$ cat config.mk
export PLATFORM = sky130hd
export DESIGN_NAME = flash_write
export DESIGN_NICKNAME = d
export VERILOG_FILES = /design/src/rtl/flash_write.sv
export SDC_FILE = /design/constraint.sdc
export NUM_CORES = 1
export LEC_CHECK = 0
export CAP_MARGIN = 15
export CORE_ASPECT_RATIO = 0.8
export CORE_MARGIN = 2
export CORE_UTILIZATION = 45
export CTS_CLUSTER_SIZE = 30
export DETAILED_ROUTE_END_ITERATION = 12
export PLACE_DENSITY = 0.67
export SLEW_MARGIN = 10
export SYNTH_ARGS = -nofsm -noshare
export SYNTH_HDL_FRONTEND = slang
export SYNTH_SLANG_ARGS = --single-unit
$ cat constraint.sdc
create_clock -name clk -period 2.5 [get_ports clk]
set_clock_uncertainty 0.15 [all_clocks]
set_input_delay 0.375 -clock clk [delete_from_list [all_inputs] [get_ports clk]]
set_output_delay 0.375 -clock clk [all_outputs]
set_load 0.005 [all_outputs]
$ cat src/rtl/flash_write.sv
// flash_write: SPI-flash WREN + page-program/sector-erase sequencer with RDSR polling; FLASH_WR_TIMEOUT_EN bounds polling at MAX_POLL
module flash_write #(
  parameter int         DATA_BYTES = 4,
  parameter int         GAP_CYC    = 10,
  parameter logic [7:0] CMD_WREN   = 8'h06,
  parameter logic [7:0] CMD_PP     = 8'h02,
  parameter logic [7:0] CMD_SE     = 8'hD8,
  parameter logic [7:0] CMD_RDSR   = 8'h05,
  parameter int         MAX_POLL   = 65535
) (
  input  logic        clk,
  input  logic        rst,
  input  logic        wr_en,
  input  logic        er_en,
  input  logic [23:0] addr,
  input  logic [7:0]  wrdata,
  output logic        wrdata_req,
  output logic        busy,
  output logic        wrdone,
  output logic [7:0]  status,
  input  logic        done,
  input  logic [7:0]  dout,
  output logic        req,
  output logic [7:0]  din,
  output logic        finish,
  output logic        err
);
  typedef enum logic [3:0] {IDLE, WREN, GAP, CMD, ADDR, DATA, RDSR_CMD, RDSR_DATA, DONE} state_t;
  localparam int GW = (GAP_CYC > 1) ? $clog2(GAP_CYC) : 1;
  state_t state, state_n, ret, ret_n;
  logic op, op_n, out, out_n, dsel, dsel_n, d;
  logic req_n, finish_n, wrdata_req_n, busy_n, wrdone_n;
  logic [23:0] a, a_n;
  logic [8:0] cnt, cnt_n;
  logic [GW-1:0] gcnt, gcnt_n;
  logic [7:0] din_q, din_n, status_n;
`ifdef FLASH_WR_TIMEOUT_EN
  logic [15:0] pcnt, pcnt_n;
  logic err_q, err_n;
  assign err = err_q;
`else
  assign err = 1'b0;
`endif
  assign d = done & out;
  assign din = dsel ? wrdata : din_q;
  always_comb begin
    state_n = state;
    ret_n = ret;
    op_n = op;
    a_n = a;
    cnt_n = cnt;
    gcnt_n = gcnt;
    out_n = out;
    dsel_n = 1'b0;
    req_n = 1'b0;
    din_n = din;
    finish_n = 1'b0;
    wrdata_req_n = 1'b0;
    busy_n = busy;
    wrdone_n = 1'b0;
    status_n = status;
`ifdef FLASH_WR_TIMEOUT_EN
    pcnt_n = pcnt;
    err_n = err_q;
`endif
    case (state)
      IDLE: if (wr_en | er_en) begin
        state_n = WREN;
        op_n = wr_en;
        a_n = addr;
        busy_n = 1'b1;
        req_n = 1'b1;
        din_n = CMD_WREN;
        out_n = 1'b1;
`ifdef FLASH_WR_TIMEOUT_EN
        pcnt_n = 16'd0;
        err_n = 1'b0;
`endif
      end
      WREN: if (d) begin
        state_n = GAP;
        ret_n = CMD;
        finish_n = 1'b1;
        out_n = 1'b0;
      end
      GAP: if (gcnt == GW'(GAP_CYC - 1)) begin
        state_n = ret;
        gcnt_n = '0;
        req_n = 1'b1;
        out_n = 1'b1;
        din_n = (ret == CMD) ? (op ? CMD_PP : CMD_SE) : CMD_RDSR;
      end else gcnt_n = gcnt + 1'b1;
      CMD: if (d) begin
        state_n = ADDR;
        cnt_n = 9'd1;
        req_n = 1'b1;
        din_n = a[23:16];
      end
      ADDR: if (d) begin
        if (cnt == 9'd3) begin
          out_n = 1'b0;
          cnt_n = 9'd0;
          state_n = op ? DATA : GAP;
          ret_n = RDSR_CMD;
          wrdata_req_n = op;
          finish_n = !op;
        end else begin
          cnt_n = cnt + 9'd1;
          req_n = 1'b1;
          din_n = (cnt == 9'd1) ? a[15:8] : a[7:0];
        end
      end
      DATA: if (wrdata_req) begin
        req_n = 1'b1;
        dsel_n = 1'b1;
        out_n = 1'b1;
        cnt_n = cnt + 9'd1;
      end else if (d) begin
        out_n = 1'b0;
        if (cnt == 9'(DATA_BYTES)) begin
          state_n = GAP;
          ret_n = RDSR_CMD;
          finish_n = 1'b1;
        end else wrdata_req_n = 1'b1;
      end
      RDSR_CMD: if (d) begin
        state_n = RDSR_DATA;
        req_n = 1'b1;
        din_n = 8'h00;
      end
      RDSR_DATA: if (d) begin
        out_n = 1'b0;
        status_n = dout;
        finish_n = 1'b1;
        if (!dout[0]) begin
          state_n = DONE;
          wrdone_n = 1'b1;
          busy_n = 1'b0;
        end else begin
          state_n = GAP;
          ret_n = RDSR_CMD;
`ifdef FLASH_WR_TIMEOUT_EN
          pcnt_n = pcnt + 16'd1;
          if (pcnt_n == 16'(MAX_POLL)) begin
            state_n = IDLE;
            wrdone_n = 1'b1;
            busy_n = 1'b0;
            err_n = 1'b1;
          end
`endif
        end
      end
      DONE: state_n = IDLE;
      default: state_n = IDLE;
    endcase
  end
  always_ff @(posedge clk) begin
    if (rst) begin
      state <= IDLE;
      ret <= IDLE;
      op <= 1'b0;
      a <= '0;
      cnt <= '0;
      gcnt <= '0;
      out <= 1'b0;
      dsel <= 1'b0;
      req <= 1'b0;
      din_q <= 8'h00;
      finish <= 1'b0;
      wrdata_req <= 1'b0;
      busy <= 1'b0;
      wrdone <= 1'b0;
      status <= 8'h00;
`ifdef FLASH_WR_TIMEOUT_EN
      pcnt <= '0;
      err_q <= 1'b0;
`endif
    end else begin
      state <= state_n;
      ret <= ret_n;
      op <= op_n;
      a <= a_n;
      cnt <= cnt_n;
      gcnt <= gcnt_n;
      out <= out_n;
      dsel <= dsel_n;
      req <= req_n;
      din_q <= din_n;
      finish <= finish_n;
      wrdata_req <= wrdata_req_n;
      busy <= busy_n;
      wrdone <= wrdone_n;
      status <= status_n;
`ifdef FLASH_WR_TIMEOUT_EN
      pcnt <= pcnt_n;
      err_q <= err_n;
`endif
    end
  end
endmodule

# After elaboration in Yosys (flattened, before gate mapping)

Cells that the tools add are included.

Flip-flop bits (word level): 69
Bits in latches: 0
Memory bits (writable): 0
ROM bits: 0
Input port bits: 45
Output and inout port bits: 22
Word-level logic and storage cells: 135
Memories kept: 0

Add/sub/neg operators: 2
Multipliers: 0
Divide/modulo/power cells: 0
Magnitude comparators: 0
Equality and inequality tests: 26
Shifts and indexed selects: 0
Muxes and demuxes: 70
Bitwise gates (word level): 5
Reduce and logical (&&, ||, !) cells: 17

Operator list:

| cell                                           | number |
|---|---|
| two-way mux 4 bit                              | 21 |
| two-way mux 8 bit                              | 10 |
| one-hot mux 8 bit (5 select lines)             | 1 |
| two-way mux 9 bit                              | 4 |
| one-hot mux 4 bit (8 select lines)             | 1 |
| inequality test 2 bit (second input constant)  | 14 |
| one-hot mux 9 bit (3 select lines)             | 1 |
| two-way mux 1 bit                              | 25 |
| == test 4 x 3 -> 1 bit (second input constant) | 4 |
| one-hot mux 4 bit (4 select lines)             | 1 |
| == test 4 x 2 -> 1 bit (second input constant) | 3 |
| AND reduction 11 bit                           | 1 |
| one-hot mux 1 bit (5 select lines)             | 2 |
| adder 9 x 1 -> 9 bit (second input constant)   | 1 |
| == test 9 x 1 -> 1 bit (second input constant) | 1 |
| == test 9 x 2 -> 1 bit (second input constant) | 1 |
| == test 9 x 3 -> 1 bit (second input constant) | 1 |
| AND reduction 9 bit                            | 1 |
| AND reduction 4 bit                            | 2 |
| OR reduction 2 bit                             | 3 |
| AND reduction 5 bit                            | 1 |
| nonzero test 5 bit                             | 1 |
| adder 4 x 1 -> 4 bit (second input constant)   | 1 |
| == test 4 x 1 -> 1 bit (second input constant) | 1 |
| other kinds (14)                               | 18 |

# Longest topological paths before layout

Gate-level depths: netlist (run 1).

Word-level depth: 5
Depth in mapped cells: 8
Depth with buffers taken out: 7

# Worst setup path before layout (run 1)

No wires, ideal clock.

Path kind: register -> register
Start point: register cnt[3]
End point: register ret[0]
Setup time: 0.130 ns
Data arrival time: 1.957 ns
Required time: 2.220 ns
Setup slack: 0.263 ns
Stages on the path, launching flop included: 6
Period minus slack after synthesis: 2.237 ns
Path through: dfxtp_1 > or4_4 > o41ai_4 > nand3_1 > or3b_2 > nor3b_1

Longest elaborated chain between the ends: 3
Elaborated cells between the ends (all ways): 5
Those cells by class: eq/ne: 4; reduce/logical: 1

RTL lines:

| item                                                             | RTL line | source |
|---|---|---|
| from (decl)                                                      | 34       | `logic [8:0] cnt, cnt_n;` |
| from (signal assigned)                                           | 183      | `cnt <= cnt_n;` |
| == test 9 x 3 -> 1 bit or == test 9 x 2 -> 1 bit (tied branches) | 120, 100 |  |
| inequality test 2 bit (no source line)                           | -        |  |
| AND reduction 9 bit (no source line) (*)                         | -        |  |
| to (signal assigned)                                             | 180      | `ret <= ret_n;` |
| to (decl)                                                        | 30       | `state_t state, state_n, ret, ret_n;` |

Mark *: on every way between the ends. The rest lies on a longest branch, timed or not.
A chain may end at the register's enable or synchronous reset.

# Final worst setup path (run 1)

Start point: register state[0]
End point: register state[0]

Longest elaborated chain between the ends: 3
Elaborated cells between the ends (all ways): 21
Those cells by class: eq/ne: 18; mux: 1; reduce/logical: 2

RTL lines:

| item                                                 | RTL line | source |
|---|---|---|
| from (decl)                                          | 30       |  |
| from (signal assigned)                               | 179      | `state <= state_n;` |
| == test 4 x 3 -> 1 bit, or another cell as far along | 66       | `case (state)` |
| inequality test 2 bit (no source line)               | -        |  |
| AND reduction 11 bit (no source line)                | -        |  |

Parallel ways exist; a longest one is shown, timed or not.

==> results.json, run 1 <==
{
  "setup_viol": 0,
  "max_stage_delay_ps": 630,
  "rrSetupSlack_ps": 60,
  "syn_area_per_cell_um2": 8.07,
  "routed_wl_um": 8970,
  "coreArea_mm2": 0.00736,
  "crit_fanout": 14,
  "rsz0062_at_grt": "false",
  "wl_met1_um": 4430,
  "crit_required_ps": 2630,
  "crit_buf_inv": 1,
  "period_share_pct": 97.5,
  "synth_top_family_by_area": "simple AND/OR/NAND/NOR gates",
  "antenna_found_initial": 0,
  "finalHoldViolCount": 0,
  "holdBufCountCts": 0,
  "final_common_cell": "nand2_1",
  "holdWs_ps": 230,
  "cp.arrival_ps": 2560,
  "holdPathStages": 3,
  "r2r_start": "state[0]",
  "synth_cells": 421,
  "top_layer": "met4",
  "maxSlewHeadroom_pct": 58.7,
  "grt_util_all_layers_pct": 22.4,
  "synthAdderAreaFrac_pct": 1.10,
  "first_pass_iters": 4,
  "holdPathEnd": "finish",
  "syn-cell-area_mm2": 0.00340,
  "yosys.area_share.xor_xnor_pct": 2.32,
  "drive_gt1_share_pct": 13.7,
  "path_clk_slew_ps": 80,
  "cp-end-kind": "register",
  "leakage_nw": 1.70,
  "path_class": "reg2reg",
  "yosysWarnings": 0,
  "die_width_um": 101,
  "clock.fmax_mhz": 410,
  "cts_buffers": 9,
  "num-nets-final": 547,
  "clockRootBuffer": "clkbuf_8",
  "area_growth_pct": 33.2,
  "slew_violations": 0,
  "crit_path_start": "state[0]",
  "seq_area_frac_synth_pct": 40.1,
  "cts_tree": "yes",
  "dp_hpwl_um": 6550,
  "met3_length_um": 555,
  "r2r_cells": 6,
  "power_density_mw_per_mm2": 792,
  "min_path_type": "in2reg",
  "vias": 3285,
  "fp.dieH_um": 81.7,
  "cts_sinks": 68,
  "ys_types": 57,
  "rows": 28,
  "peakVddDrop_uv": 524,
  "viasPerCell": 5.53,
  "cts_buffer_depth": 2,
  "cp-start-kind": "register",
  "min_from": "rst",
  "grt_max_degree": 60,
  "synthFlopType": "dfxtp_1",
  "place_congestion": 0.886,
  "cp_cell_sequence": "a31oi_1 > o41ai_4 > buf_4 > nand4_2 > or4_1 > a21oi_1",
  "synth_compound_area_share_pct": 20.0,
  "final_cell_mix": "nand2_1 (76), dfxtp_1 (66), clkdlybuf4s50_1 (64), a21oi_1 (50), buf_4 (29)",
  "grt-ovfl-total": 0,
  "yosys.area_share.simple_pct": 24.5,
  "die-area_mm2": 0.00827,
  "timing.rr.end": "state[0]",
  "io_buffers": 65,
  "ant_nets": 0,
  "grt_pass1_wl_um": 14600,
  "period_minus_slack_ps": 2440,
  "worstMarginPinSlew_ps": 619,
  "met2_length_um": 3890,
  "io_pins": 67,
  "route.detailed.drc": 0,
  "post-place-cells": 577,
  "cts-htree-levels": 3,
  "synthArstFlopShare_pct": 0,
  "diodes": 0,
  "drt_first_iter_violations": 163,
  "crit_family": "compound AO/OA/AOI/OAI gates",
  "initial_core_util_pct": 46.2,
  "status": "finished, final reports clean",
  "crit_path_top_delay_cell": "dfxtp_1",
  "cap_viol_max_count": 0,
  "post_drt_wl_per_cell_um": 15.1,
  "first_global_vias": 3003,
  "muxShareOfSynthArea_pct": 7.73,
  "synth-edff-count": 0,
  "final_cells": 594,
  "syn_nets": 469,
  "synth_seq_cells": 68,
  "insertion_delay_ps": 350
}
-- cells by family after synthesis --
family	count (synthesis)
compound gates	109
xor+xnor	9
fa+ha+maj	3
buf+inv	36
flops	68
mux	25
other cells	1
simple gates	170
-- metrics by stage --
stage	power [mW]	TNS (ps)	setup WS, ps	util [%]	instance area (um2)
final	3.59	0	61.6	61.5	4530
after global routing	3.77	0	4.29	61.5	4530
after CTS	3.59	0	57.0	61.2	4500
after detailed placement	2.49	-1.33	-1.33	57.9	4260
after global placement	2.47	0	37.3	57.9	4260
after floorplan	2.03	0	263	-	3400
-- synth_stat cells, types with 5 or more instances --
| cell | number | area, um2 |
|---|---|---|
| a21o_1 | 5 | 37.5 |
| a21oi_1 | 50 | 250 |
| a221oi_1 | 7 | 61.3 |
| clkbuf_1 | 21 | 78.8 |
| dfxtp_1 | 68 | 1360 |
| inv_1 | 9 | 33.8 |
| mux2_2 | 10 | 113 |
| mux2i_1 | 15 | 150 |
| nand2_1 | 76 | 285 |
| nand2b_1 | 8 | 50.1 |
| nand3_1 | 9 | 45.0 |
| nor2_1 | 27 | 101 |
| nor3_1 | 10 | 50.1 |
| o21ai_0 | 21 | 105 |
| xor2_1 | 8 | 70.1 |
-- worst max path at each step --
stage / end / slack (ps) / cells after the start
after floorplan: ret[0] / 260 / 5
after global placement: ret[0] / 40 / 7
after detailed placement: ret[0] / -1 / 7
after CTS: ret[0] / 60 / 5
after global routing: ret[0] / 4 / 5
final: state[0] / 60 / 6
-- worst register-to-register path, cell delays in order (launching register included) --
cell and delay (ps):
dfxtp_1 630, a31oi_1 220, o41ai_4 440, buf_4 180
nand4_2 100, or4_1 500, a21oi_1 150
-- cell type report --
class | count | area [um2]
clock buffer | 10 | 128
clock inverter | 6 | 113
fill | 699 | 2830
inverter | 9 | 33.8
multi-input combinational | 317 | 1910
sequential | 68 | 1370
tap | 90 | 113
timing repair buffer | 94 | 863
-- registers in the layout (all words and copies together), names as in the netlist --
register,count
a,24
busy,1
cnt,9
din_q,8
dsel,1
finish,1
gcnt,4
op,1
out,1
req,1
ret,3
state,4
status,8
wrdata_req,1
wrdone,1
-- repair_timing --
action | in CTS | in global routing
resized for setup | 0 | 6
buffers inserted | 0 | 1
endpoints found under the setup margin | 0 | 2
-- where the power goes --
group / switching, mW / internal, mW
clock: 0.436 / 0.665
sequential: 0.140 / 1.23
combinational: 0.598 / 0.512
total: 1.17 / 2.41
-- per-layer routing --
metal  track usage [%]  vias to the layer above
li1                  -                     1653
met1              32.4                     1535
met2              33.9                       85
met3              5.02                       12
met4              5.54                        0
met5                 0                        -
No activity file was read; power rests on OpenSTA's default activity.
==> run 2, diff against run 1 <==
- MAX_ROUTING_LAYER: unset -> met4
==> results.json, run 2 (synthesis gave the netlist of run 1 again) <==
{
  "grt_pass1_wl_um": 14200,
  "final_cells": 595,
  "fp.dieH_um": 81.7,
  "place_ws_ps": -23.4,
  "finalHoldViolCount": 0,
  "final_cell_area_mm2": 0.00450,
  "holdWs_ps": 236,
  "seq_area_mm2": 0.00136,
  "status": "finished, final reports clean",
  "multiInputGateArea_mm2": 0.00192,
  "cp-start-kind": "register",
  "fin_util_pct": 61.1,
  "cts-htree-levels": 3,
  "min_path_type": "in2reg",
  "power_density_mw_per_mm2": 755,
  "clockRootBuffer": "clkbuf_8",
  "viasPerCell": 5.51,
  "timing.setup.tns_ps": 0,
  "grt_max_degree": 60,
  "cts_buffer_depth": 2,
  "io_buffers": 65,
  "min_from": "rst",
  "timing.rr.end": "ret[0]",
  "largest_reg_flops": 24,
  "area_growth_pct": 32.3,
  "top_register": "a",
  "ant_nets": 0,
  "post_drt_wl_per_cell_um": 14.8,
  "holdPathEnd": "req",
  "crit_required_ps": 2550,
  "rrSetupSlack_ps": 100,
  "grt-ovfl-total": 0,
  "reg.largest.list": "a (24), cnt (9)",
  "die_width_um": 101,
  "path_class": "reg2reg",
  "grt_util_all_layers_pct": 22.5,
  "slew_violations": 0,
  "io_pins": 67,
  "coreArea_mm2": 0.00736,
  "holdPathStages": 3,
  "clock.fmax_mhz": 416,
  "holdBufCountCts": 0,
  "routed_wl_um": 8830,
  "setup_viol": 0,
  "drive_gt1_share_pct": 14.1,
  "num-nets-final": 548,
  "cp.arrival_ps": 2460,
  "dp_hpwl_um": 6530,
  "worstMarginPinSlew_ps": 624,
  "final_cell_mix": "nand2_1 (76), dfxtp_1 (67), clkdlybuf4s50_1 (64), a21oi_1 (50), buf_4 (30)",
  "diodes": 0,
  "route.detailed.drc": 0,
  "first_global_vias": 2915,
  "placed_area_mm2": 0.00427,
  "period_minus_slack_ps": 2400,
  "period_share_pct": 96.2,
  "peakVddDrop_uv": 369,
  "vias": 3279,
  "r2r_start": "cnt[1]",
  "insertion_delay_ps": 340,
  "cap_viol_max_count": 0,
  "initial_core_util_pct": 46.2,
  "r2r_cells": 7,
  "cts_sinks": 68,
  "antenna_found_initial": 0,
  "final_common_cell": "nand2_1",
  "first_pass_iters": 4,
  "leakage_nw": 1.68,
  "power_mw": 3.39,
  "place_congestion": 0.908,
  "path_clk_slew_ps": 70,
  "post-place-cells": 578,
  "fin_ws_ps": 95.1,
  "rows": 28,
  "final.fill_count": 685,
  "die-area_mm2": 0.00827,
  "cp-end-kind": "register",
  "cts_buffers": 9,
  "crit_fanout": 6,
  "drt_first_iter_violations": 171,
  "maxSlewHeadroom_pct": 58.4,
  "cts_tree": "yes"
}
==> run 2: final cells by class <==
type,count,area share [%]
inverters,9,0.751
flip-flops and latches,68,30.3
multi-input cells,317,42.6
clock buffers,10,2.84
repair buffers,95,19.4
clock inverters,6,1.61
well taps,90,2.50
==> run 2: power by group <==
group / switching, mW / internal (mW) / total (mW)
Combinational: 0.614 / 0.518 / 1.13
Sequential: 0.123 / 1.24 / 1.36
Clock: 0.432 / 0.469 / 0.901
==> run 2: how the worst max path moves through the flow <==
stage | start | to | slack, ps | cells after the start
after floorplan | cnt[3] | ret[0] | 260 | 5
after global placement | done | ret[0] | 10 | 7
after detailed placement | done | ret[0] | -20 | 7
after CTS | cnt[1] | out | 40 | 7
after global routing | cnt[1] | ret[0] | -20 | 7
final | cnt[1] | ret[0] | 100 | 7
==> run 2: critical path, cell delays in order (launching register included) <==
cell,delay (ps)
dfxtp_2,380
ha_1,220
nor3b_1,190
a31oi_1,90
o41ai_4,440
nand3_1,180
or3b_2,480
nor3b_1,150
==> run 2: metal layers <==
layer	global-route usage [%]	vias up	wire (um)
li1	-	1649	-
met1	31.8	1532	4460
met2	31.9	90	3820
met3	5.62	8	458
met4	6.22	0	87
met5	-	-	0
==> run 2: repair_timing <==
action | CTS | global route
gates resized for setup | 0 | 5
setup endpoints to repair | 0 | 7
setup buffers | 0 | 1
==> run 3, diff against run 2 <==
- PLACE_DENSITY: 0.67 -> 0.71
==> results.json, run 3 (synthesis gave the netlist of run 1 again) <==
{
  "rrSetupSlack_ps": 150,
  "crit_required_ps": 2560,
  "cp-end-kind": "register",
  "clock_power_share_pct": 24.9,
  "r2r_start": "cnt[3]",
  "swShare_pct": 36.1,
  "route.detailed.drc": 0,
  "r2r_cells": 5,
  "path_class": "reg2reg",
  "vias": 3249,
  "leakage_nw": 1.67,
  "fin_util_pct": 60.8,
  "fp.dieH_um": 81.7,
  "io_buffers": 65,
  "rsz0062_at_grt": "false",
  "viasPerCell": 5.46,
  "finalHoldViolCount": 0,
  "ant_nets": 0,
  "insertion_delay_ps": 350,
  "holdBufCountCts": 0,
  "cts_tree": "yes",
  "setup_viol": 0,
  "final_cells": 595,
  "path_clk_slew_ps": 70,
  "antenna_found_initial": 0,
  "period_share_pct": 94.1,
  "drive_gt1_share_pct": 14.3,
  "cap_viol_max_count": 0,
  "min_path_type": "in2reg",
  "cp.arrival_ps": 2410,
  "period_minus_slack_ps": 2350,
  "largest_reg_flops": 24,
  "min_from": "rst",
  "reg.largest.list": "a (24), cnt (9)",
  "holdPathStages": 3,
  "cp-start-kind": "register",
  "clockRootBuffer": "clkbuf_8",
  "peakVddDrop_uv": 442,
  "holdPathEnd": "finish",
  "drt_first_iter_violations": 203,
  "routed_wl_um": 8910,
  "dp_hpwl_um": 6540,
  "maxSlewHeadroom_pct": 60.1,
  "rows": 28,
  "post-place-cells": 578,
  "p_int_mw": 2.13,
  "share_comb_of_total_power_pct": 33.8,
  "crit_fanout": 5,
  "diodes": 0,
  "grt_pass1_wl_um": 14100,
  "status": "finished, final reports clean",
  "p_sw_mw": 1.20,
  "grt_util_all_layers_pct": 22.5,
  "die_width_um": 101,
  "timing.rr.end": "finish",
  "place_congestion": 0.915,
  "first_pass_iters": 5,
  "area_growth_pct": 31.6,
  "top_register": "a",
  "final_common_cell": "nand2_1",
  "post_drt_wl_per_cell_um": 15.0,
  "coreArea_mm2": 0.00736,
  "cts_buffer_depth": 2,
  "sequentialPowerShare_pct": 41.2,
  "num-nets-final": 548,
  "first_global_vias": 3015,
  "initial_core_util_pct": 46.2,
  "slew_violations": 0,
  "cts_buffers": 9,
  "worstMarginPinSlew_ps": 599,
  "grt-ovfl-total": 0,
  "final_cell_mix": "nand2_1 (76), dfxtp_1 (66), clkdlybuf4s50_1 (64), a21oi_1 (50), buf_4 (30)",
  "io_pins": 67,
  "power_density_mw_per_mm2": 744,
  "cts_sinks": 68,
  "cts-htree-levels": 3,
  "die-area_mm2": 0.00827,
  "grt_max_degree": 60,
  "clock.fmax_mhz": 425
}
-- run 3: what timing repair did --
action	in CTS	in global routing
buffers inserted	0	1
setup endpoints to repair	0	3
gates resized for setup	0	5
-- run 3: stage by stage --
step	total power, mW	setup WS (ps)	hold slack, ps	instance area [um2]	setup TNS, ps
floorplan	2.03	263	283	3400	0
global placement	2.46	44.2	293	4270	0
detailed placement	2.49	-9.55	297	4270	-13.3
CTS	3.32	61.8	202	4450	0
global route	3.52	31.7	211	4470	0
finish	3.33	148	221	4470	0
-- run 3: layer usage --
metal / part of all wire (%) / vias up / wire, um / track usage, %
li1: - / 1653 / - / -
met1: 48 / 1492 / 4300 / 29.8
met2: 44 / 96 / 3950 / 34.2
met3: 6.4 / 8 / 571 / 5.62
met4: 1.0 / 0 / 93 / 6.49
met5: 0 / - / 0 / -
-- run 3: worst max-delay path: stages (launching register included) --
cell,delay (ps)
dfxtp_1,370
or4_4,590
nor3_2,190
a41oi_1,150
o32a_1,310
a2111oi_1,460
-- run 3: how the worst max path moves through the flow --
stage,end,slack [ps],startpoint,cells past startpoint
6_report,finish,150,cnt[3],5
5_1_grt,finish,30,state[2],6
4_1_cts,finish,60,cnt[3],5
3_5_place_dp,state[0],-10,done,8
3_3_place_gp,state[0],40,done,8
2_1_floorplan,ret[0],260,cnt[3],5
-- run 3: power by group through the flow --
stage	clock [mW]	sequential, mW	combinational, mW
after global routing	0.902	1.39	1.23
after CTS	0.852	1.37	1.10
final	0.830	1.37	1.13
after global placement	0	1.38	1.08
after floorplan	0	1.33	0.699
after detailed placement	0	1.39	1.10
-- run 3: layout make-up --
cell class                 instances  area [um2]
fill                             677        2880
multi-input combinational        317        1910
sequential                        68        1360
timing repair buffer              95         871
clock buffer                       9         124
tap                               90         113
clock inverter                     7        55.1
inverter                           9        33.8
